## config.mk

```make
export PLATFORM = sky130hd
export DESIGN_NAME = unidade_controle
export DESIGN_NICKNAME = d
export VERILOG_FILES = /design/src/rtl/unidade_controle.sv
export SDC_FILE = /design/constraint.sdc
export NUM_CORES = 1
export LEC_CHECK = 0
export BUFFER_PORTS_ARGS = -buffer_cell sky130_fd_sc_hd__buf_2
export CELL_PAD_IN_SITES_DETAIL_PLACEMENT = 1
export CELL_PAD_IN_SITES_GLOBAL_PLACEMENT = 1
export CORE_MARGIN = 2
export CORE_UTILIZATION = 38
export CTS_CLUSTER_DIAMETER = 30
export DETAILED_ROUTE_END_ITERATION = 12
export PLACE_DENSITY_LB_ADDON = 0.12
export SYNTH_ARGS = -nofsm -noshare
export SYNTH_HDL_FRONTEND = slang
export SYNTH_SLANG_ARGS = --single-unit
```

## constraint.sdc

```tcl
create_clock -name clock -period 8.9 [get_ports clock]
set_input_delay 0.89 -clock clock [delete_from_list [all_inputs] [get_ports clock]]
set_output_delay 0.89 -clock clock [all_outputs]
set_load 0.02 [all_outputs]
```

## src/rtl/unidade_controle.sv

```systemverilog
// Stack-machine control unit: fetch/decode/execute/write-back FSM driving an
// external ALU and a synchronous instruction ROM, with an internal 8-deep stack.
module unidade_controle (
    input  logic        clock,
    input  logic        reset,
    output logic [7:0]  pc,
    input  logic [15:0] instrucao,
    output logic [4:0]  alu_op,
    output logic [15:0] alu_a,
    output logic [15:0] alu_b,
    input  logic [31:0] alu_res,
    input  logic        alu_flag,
    output logic [15:0] topo,
    output logic [3:0]  sp,
    output logic        halt,
    output logic        erro
);

    typedef enum logic [2:0] {
        BUSCA, DECODIFICA, EXECUTA, ESCREVE, PARADO, ERRO
    } state_t;

    typedef enum logic [4:0] {
        OP_NOP   = 5'b00000, OP_PUSH  = 5'b00010, OP_POP   = 5'b00011,
        OP_ADD   = 5'b00100, OP_SUB   = 5'b00101, OP_MUL   = 5'b00110,
        OP_DIV   = 5'b00111, OP_AND   = 5'b01000, OP_NAND  = 5'b01001,
        OP_OR    = 5'b01010, OP_XOR   = 5'b01011, OP_CMP   = 5'b01100,
        OP_NOT   = 5'b01101, OP_GOTO  = 5'b01110, OP_IF_EQ = 5'b01111,
        OP_IF_GT = 5'b10000, OP_IF_LT = 5'b10001, OP_IF_GE = 5'b10010,
        OP_IF_LE = 5'b10011, OP_HALT  = 5'b11111
    } opcode_t;

    function automatic logic is_binary(input logic [4:0] op);
        return (op >= OP_ADD) && (op <= OP_CMP);
    endfunction

    function automatic logic is_branch(input logic [4:0] op);
        return (op >= OP_IF_EQ) && (op <= OP_IF_LE);
    endfunction

    state_t      state;
    logic [15:0] stack [8];
    logic [4:0]  op_q;
    logic [7:0]  target_q;
    logic [15:0] res_q;
    logic        flag_q;

    logic [4:0]  op_in;
    logic [3:0]  need;
    logic        legal;
    logic [2:0]  idx_top;
    logic [2:0]  idx_sec;
    logic        unused_res_hi;

    assign unused_res_hi = ^alu_res[31:16];

    always_comb begin
        op_in   = instrucao[15:11];
        idx_top = 3'(sp - 4'd1);
        idx_sec = 3'(sp - 4'd2);
        legal   = 1'b1;
        need    = 4'd0;
        case (op_in)
            OP_NOP, OP_PUSH, OP_GOTO, OP_HALT: need = 4'd0;
            OP_POP, OP_NOT, OP_IF_EQ, OP_IF_GT,
            OP_IF_LT, OP_IF_GE, OP_IF_LE:      need = 4'd1;
            OP_ADD, OP_SUB, OP_MUL, OP_DIV, OP_AND,
            OP_NAND, OP_OR, OP_XOR, OP_CMP:    need = 4'd2;
            default:                           legal = 1'b0;
        endcase
    end

    // ALU operands are registered on the DECODIFICA->EXECUTA edge so they are
    // valid for exactly the EXECUTA cycle; the ALU result is captured there too.
    always_ff @(posedge clock) begin
        if (reset) begin
            state    <= BUSCA;
            pc       <= '0;
            sp       <= '0;
            topo     <= '0;
            halt     <= 1'b0;
            erro     <= 1'b0;
            alu_op   <= '0;
            alu_a    <= '0;
            alu_b    <= '0;
            op_q     <= '0;
            target_q <= '0;
            res_q    <= '0;
            flag_q   <= 1'b0;
        end else begin
            case (state)
                BUSCA: state <= DECODIFICA;
                DECODIFICA: begin
                    op_q     <= op_in;
                    target_q <= instrucao[7:0];
                    if (!legal || need > sp || (op_in == OP_PUSH && sp == 4'd8)) begin
                        state <= ERRO;
                        erro  <= 1'b1;
                    end else if (op_in == OP_HALT) begin
                        state <= PARADO;
                        halt  <= 1'b1;
                    end else begin
                        state  <= EXECUTA;
                        alu_op <= op_in;
                        alu_a  <= '0;
                        alu_b  <= '0;
                        if (op_in == OP_PUSH)
                            alu_a <= {5'b0, instrucao[10:0]};
                        else if (op_in == OP_NOT || is_branch(op_in))
                            alu_a <= topo;
                        else if (is_binary(op_in)) begin
                            alu_a <= stack[idx_sec];
                            alu_b <= topo;
                        end
                    end
                end
                EXECUTA: begin
                    res_q  <= alu_res[15:0];
                    flag_q <= alu_flag;
                    alu_op <= '0;
                    alu_a  <= '0;
                    alu_b  <= '0;
                    state  <= ESCREVE;
                end
                ESCREVE: begin
                    state <= BUSCA;
                    if (op_q == OP_GOTO || (is_branch(op_q) && flag_q))
                        pc <= target_q;
                    else
                        pc <= pc + 8'd1;
                    if (is_binary(op_q)) begin
                        stack[idx_sec] <= res_q;
                        sp             <= sp - 4'd1;
                        topo           <= res_q;
                    end else if (op_q == OP_NOT) begin
                        stack[idx_top] <= res_q;
                        topo           <= res_q;
                    end else if (op_q == OP_PUSH) begin
                        stack[sp[2:0]] <= res_q;
                        sp             <= sp + 4'd1;
                        topo           <= res_q;
                    end else if (op_q == OP_POP || is_branch(op_q)) begin
                        sp   <= sp - 4'd1;
                        topo <= (sp >= 4'd2) ? stack[idx_sec] : '0;
                    end
                end
                PARADO: state <= PARADO;
                ERRO:   state <= ERRO;
                default: state <= ERRO;
            endcase
        end
    end

endmodule

```

## Yosys cells after proc, flatten, opt, wreduce, memory -nomap -nowiden

Memory sizes are Yosys's and may differ from the RTL's.
Index checks and enable logic that the tools add are counted.

- Add/subtract/negate cells: 4
- Order comparisons: 10
- Eq/ne operators: 31
- Muxes and demuxes: 51
- Bitwise operators: 1
- Reductions and logical operators: 27

Operators with widths:

| cell | number |
|---|---|
| $mux W16 | 17 |
| $pmux W16 S2 | 2 |
| $eq A5 B4 Y1 const B | 10 |
| $reduce_or A16 Y1 | 2 |
| $eq A5 B5 Y1 const B | 5 |
| $eq A5 B2 Y1 const B | 4 |
| $eq A5 B3 Y1 const B | 4 |
| $reduce_or A20 Y1 | 1 |
| $mux W1 | 18 |
| $mux W4 | 4 |
| $pmux W3 S5 | 1 |
| $mux W3 | 4 |
| $ge A5 B3 Y1 const B | 2 |
| $ge A5 B4 Y1 const B | 2 |
| $le A5 B4 Y1 const B | 2 |
| $le A5 B5 Y1 const B | 2 |
| $mux W5 | 2 |
| $pmux W5 S2 | 1 |
| $reduce_and A3 Y1 | 3 |
| $reduce_or A9 Y1 | 1 |
| $add A8 B1 Y8 const B | 1 |
| $mux W8 | 1 |
| $reduce_or A7 Y1 | 1 |
| $eq A3 B2 Y1 const B | 2 |
| 20 further kinds | 32 |

- Bits in registers: 100
- Bits in writable memories: 128
- Bits of input ports: 51
- Output and inout bits: 67
- Memories: 1

Memories:

| name | depth | bits a word | rd ports | clocked after memory_dff | wr ports | line | source |
|---|---|---|---|---|---|---|---|
| stack | 8 | 16 | 1 | 0 | 1 | 42 | `logic [15:0] stack [8];` |

## Logic depth before layout (Yosys ltp)

- Word-level depth: 9
- Gate-level depth with buffers: 13
- Depth with buffers taken out: 10

## Worst setup path before layout

No wires, ideal clock.

- Path kind: register to register
- Start: register sp[1]
- End: memory stack[5][0], enable pin
- Setup time: 0.430 ns
- Arrival time: 4.188 ns
- Required time: 8.470 ns
- Path slack: 4.282 ns
- Stages on the path, launching flop included: 10
- Buffers on the path: 5
- Cells stage by stage: dfxtp_1 buf_2 buf_2 inv_1 ha_1 buf_2 buf_1 clkbuf_1 o32a_1 nor4_1

- Word-level cells in the longest chain between the ends: 3
- Elaborated cells between the ends (all ways): 4

RTL lines:

| item | line | source |
|---|---|---|
| start: declaration | 14 | `output logic [3:0] sp,` |
| start signal: assignment | 133 | `sp <= sp - 4'd1;` |
| start signal: assignment | 140 | `sp <= sp + 4'd1;` |
| start signal: assignment | 143 | `sp <= sp - 4'd1;` |
| $sub A4 B1 Y4 / $sub A3 B2 Y3 (equally long branches) | n/a |  |
| $mux W3 (no source line) | n/a |  |
| $mux W3 (no source line) (*) | n/a |  |
| end: declaration | 42 |  |

Every way passes the cells marked *; elsewhere a longest branch is shown, timed or not.

## Final worst setup path

- Start: register sp[0]
- End: memory stack[6][0], enable pin

Same word-level chain as after synthesis.

==> metrics <==
CP Launch Type=register; endpoints failing hold=0; Clk pwr share=0.567; multi-input logic area=0.003869 mm²; Root Driver=clkbuf_16; endpoints failing setup=0; worst-path maximum fanout=16; Gate power share=0.074; library cells used by synthesis=58; largest net degree at the start of global routing=55; top layer in use=met4; Chip Width=166.2 µm; count leader, synth=nand2_1; CP cell instances=inv_1, ha_1, or4_1, a21o_1, a21oi_1, nor3b_4; TritonCTS Buffers=53; post-detail-place hpwl=17670 µm; reg2reg setup slack=5.04 ns; Core Area=0.02591 mm²; global-route wire length before repair=roughly 45000 µm; grt total ovfl=0; Avg Cell Area, Syn=~12 µm²; maxcap violations=0; Internal Dissipation=~0.0025 W; fmax=259.4 MHz; hold path cells=2; antenna violations before repair=0; Synth async-reset ratio=0; I/O Pins=118; worst path arrival time=4.01 ns; net switching power=~0.00078 W; Syn. warnings=0; Die Y=between 150 and 200 µm; worst-skew pair later-pin latency=0.55 ns; initial core utilization=0.3858; number of global-route vias before repair=between 7000 and 8000; hold crit path type=reg2reg; most frequent cells after synthesis=142 x nand2_1, 128 x edfxtp_1, 100 x dfxtp_1; Core Rows=59; FF+latch count, synth=around 230; Routability Congestion=slightly above 0.7; post-CTS setup buffer count=0; hold buffer count at CTS=0; most used flip-flop cell after synthesis=edfxtp_1; RSZ-0062 raised after global routing=false; DIE AREA=0.02762 mm²; IO Port Bufs=101; pwr dens=roughly 260 mW/mm²; met3 WL=1401 µm; Layout Nets=1021; Max VDD drop=0.0001468 V; CTS tree=built; post-route ant nets=0; worst slew pin tran=1.080 ns; Area growth syn-to-layout=25.18%; Worst Setup End Kind=register; Final Util=0.4830; initial DRC count=587; PostCTS Resize Cnt=0; outcome=finished clean; Clock Skews=0.02793 ns; top cells by area, synth=edfxtp_1 38%, dfxtp_1 20%, mux4_2 6.1%; DR WL met2=about 13000 µm; Fill cells=2744; Worst path max stage delay=1.00 ns; final WL=between 20000 and 30000 µm; synthesized cell area=0.009997 mm²; WL/cell=21.38 µm; Setup TNS=0 ns; # DRC=0; H-tree level count=2; Worst Path Required=between 9 and 10 ns; share of total power in sequential cells=0.360; drt first pass iters=6; share of cells above drive strength 1=0.2478; clock buffer depth=3; area leader, netlist=edfxtp_1; Crit Path Class=reg2reg; register area=0.005847 mm²; Final Cycle Share=0.4332; clk slew on worst S/H paths=0.04 ns; Pleak=4.401 nW; diode count=0; Metal-1 WL=13780 µm; Synth top area share=0.3845; fin. max-slew vios=0; via count=7519; R2R cell count=6; Post-Synthesis Cells=862; Sinks on Clock Net=about 230; post-synthesis net count=923; GRT Total Usage=0.2032; Vias/cell=5.628; crit path time final=3.855 ns; proportion of synthesized chip area in sequential cells=0.5847; max_slew headroom=0.2792; CP max stage cell=nor3b_4; Sw Ratio=0.2405; Post-synth EDFFs=128
## state kept, by name, summed over array words and instances, names as in the netlist, 3 cells and up
name / cells
alu_b: 16
op_q: 5
stack: 128
pc: 8
sp: 4
state: 3
topo: 16
alu_a: 16
res_q: 16
target_q: 8
alu_op: 5
## stage by stage
step	worst slack, ns	power (W)	area, µm²	hold WS (ns)	instances
final	5.045	0.003251	12510	0.4591	1336
after detailed placement	4.988	0.001426	10790	0.4587	1240
after global routing	4.811	0.003360	12510	0.4864	1336
after CTS	5.003	0.003281	12510	0.4638	1336
after floorplan	4.282	0.001347	9997	0.4366	862
after global placement	5.039	0.001423	10790	0.4475	1240
## worst paths after layout
kind / start / endpoint
min: target_q[6] / target_q[6]
min reg2reg: target_q[6] / target_q[6]
max: sp[0] / stack[6][0]
max reg2reg: sp[0] / stack[6][0]
## power by group through the flow
stage	sequential, W	clock, W	combinational, W
after floorplan	0.00119	0	0.000158
after global placement	0.00119	0	0.000238
after detailed placement	0.00119	0	0.000240
after CTS	0.00117	0.00187	0.000241
after global routing	0.00117	0.00193	0.000262
final	0.00117	0.00184	0.000239
## cells in the final DEF (no fill, tap or decap), types with 5 or more instances in the layout
cell type / n
o311ai_0: 10
ha_1: 9
nor2_1: 36
a221oi_2: 6
mux4_2: 27
mux2i_1: 20
o311ai_1: 6
o21ai_0: 10
buf_2: 101
or4_1: 17
a221oi_1: 26
nand4_1: 7
a21oi_1: 74
inv_1: 9
clkinv_2: 12
clkinv_1: 5
nand3_1: 13
a211oi_1: 6
nor3_1: 25
nand2_1: 142
o31ai_1: 38
and2_1: 6
dfxtp_1: 99
bufinv_16: 5
a31oi_1: 7
and3_1: 5
buf_4: 15
edfxtp_1: 128
clkbuf_16: 53
clkbuf_1: 11
## final cells by class
class,count,area share
clock inverter,28,0.02440
multi-input combinational,552,0.3091
tap,335,0.03349
sequential,228,0.4672
inverter,9,0.002699
timing repair buffer,116,0.04939
clock buffer,68,0.1137
## critical path: cells and delay by family, from the launching register on
| family | cells | cell delay [ns] |
|---|---|---|
| and+or+nand+nor | 2 | 1.47 |
| AOI/OAI and AO/OA | 2 | 0.85 |
| buffers and inverters | 1 | 0.46 |
| adders and majority gates | 1 | 0.38 |
| DFF | 1 | 0.30 |
## cell families (layout without fill, tap and decap cells)
group	count (synthesis)	after routing	share of synthesized area
simple gates	284	284	0.1353
flops	228	228	0.5847
compound gates	206	206	0.1462
buf+inv	82	221	0.03604
mux	47	47	0.08085
fa+ha+maj	10	10	0.01252
xor+xnor	5	5	0.004380
## routing by layer
metal,global-route usage,vias up
met1,0.2979,3769
met4,0.05595,0
met2,0.3099,184
met5,0,-
met3,0.03718,54
li1,-,3512
Power figures use the tool's default switching activity.
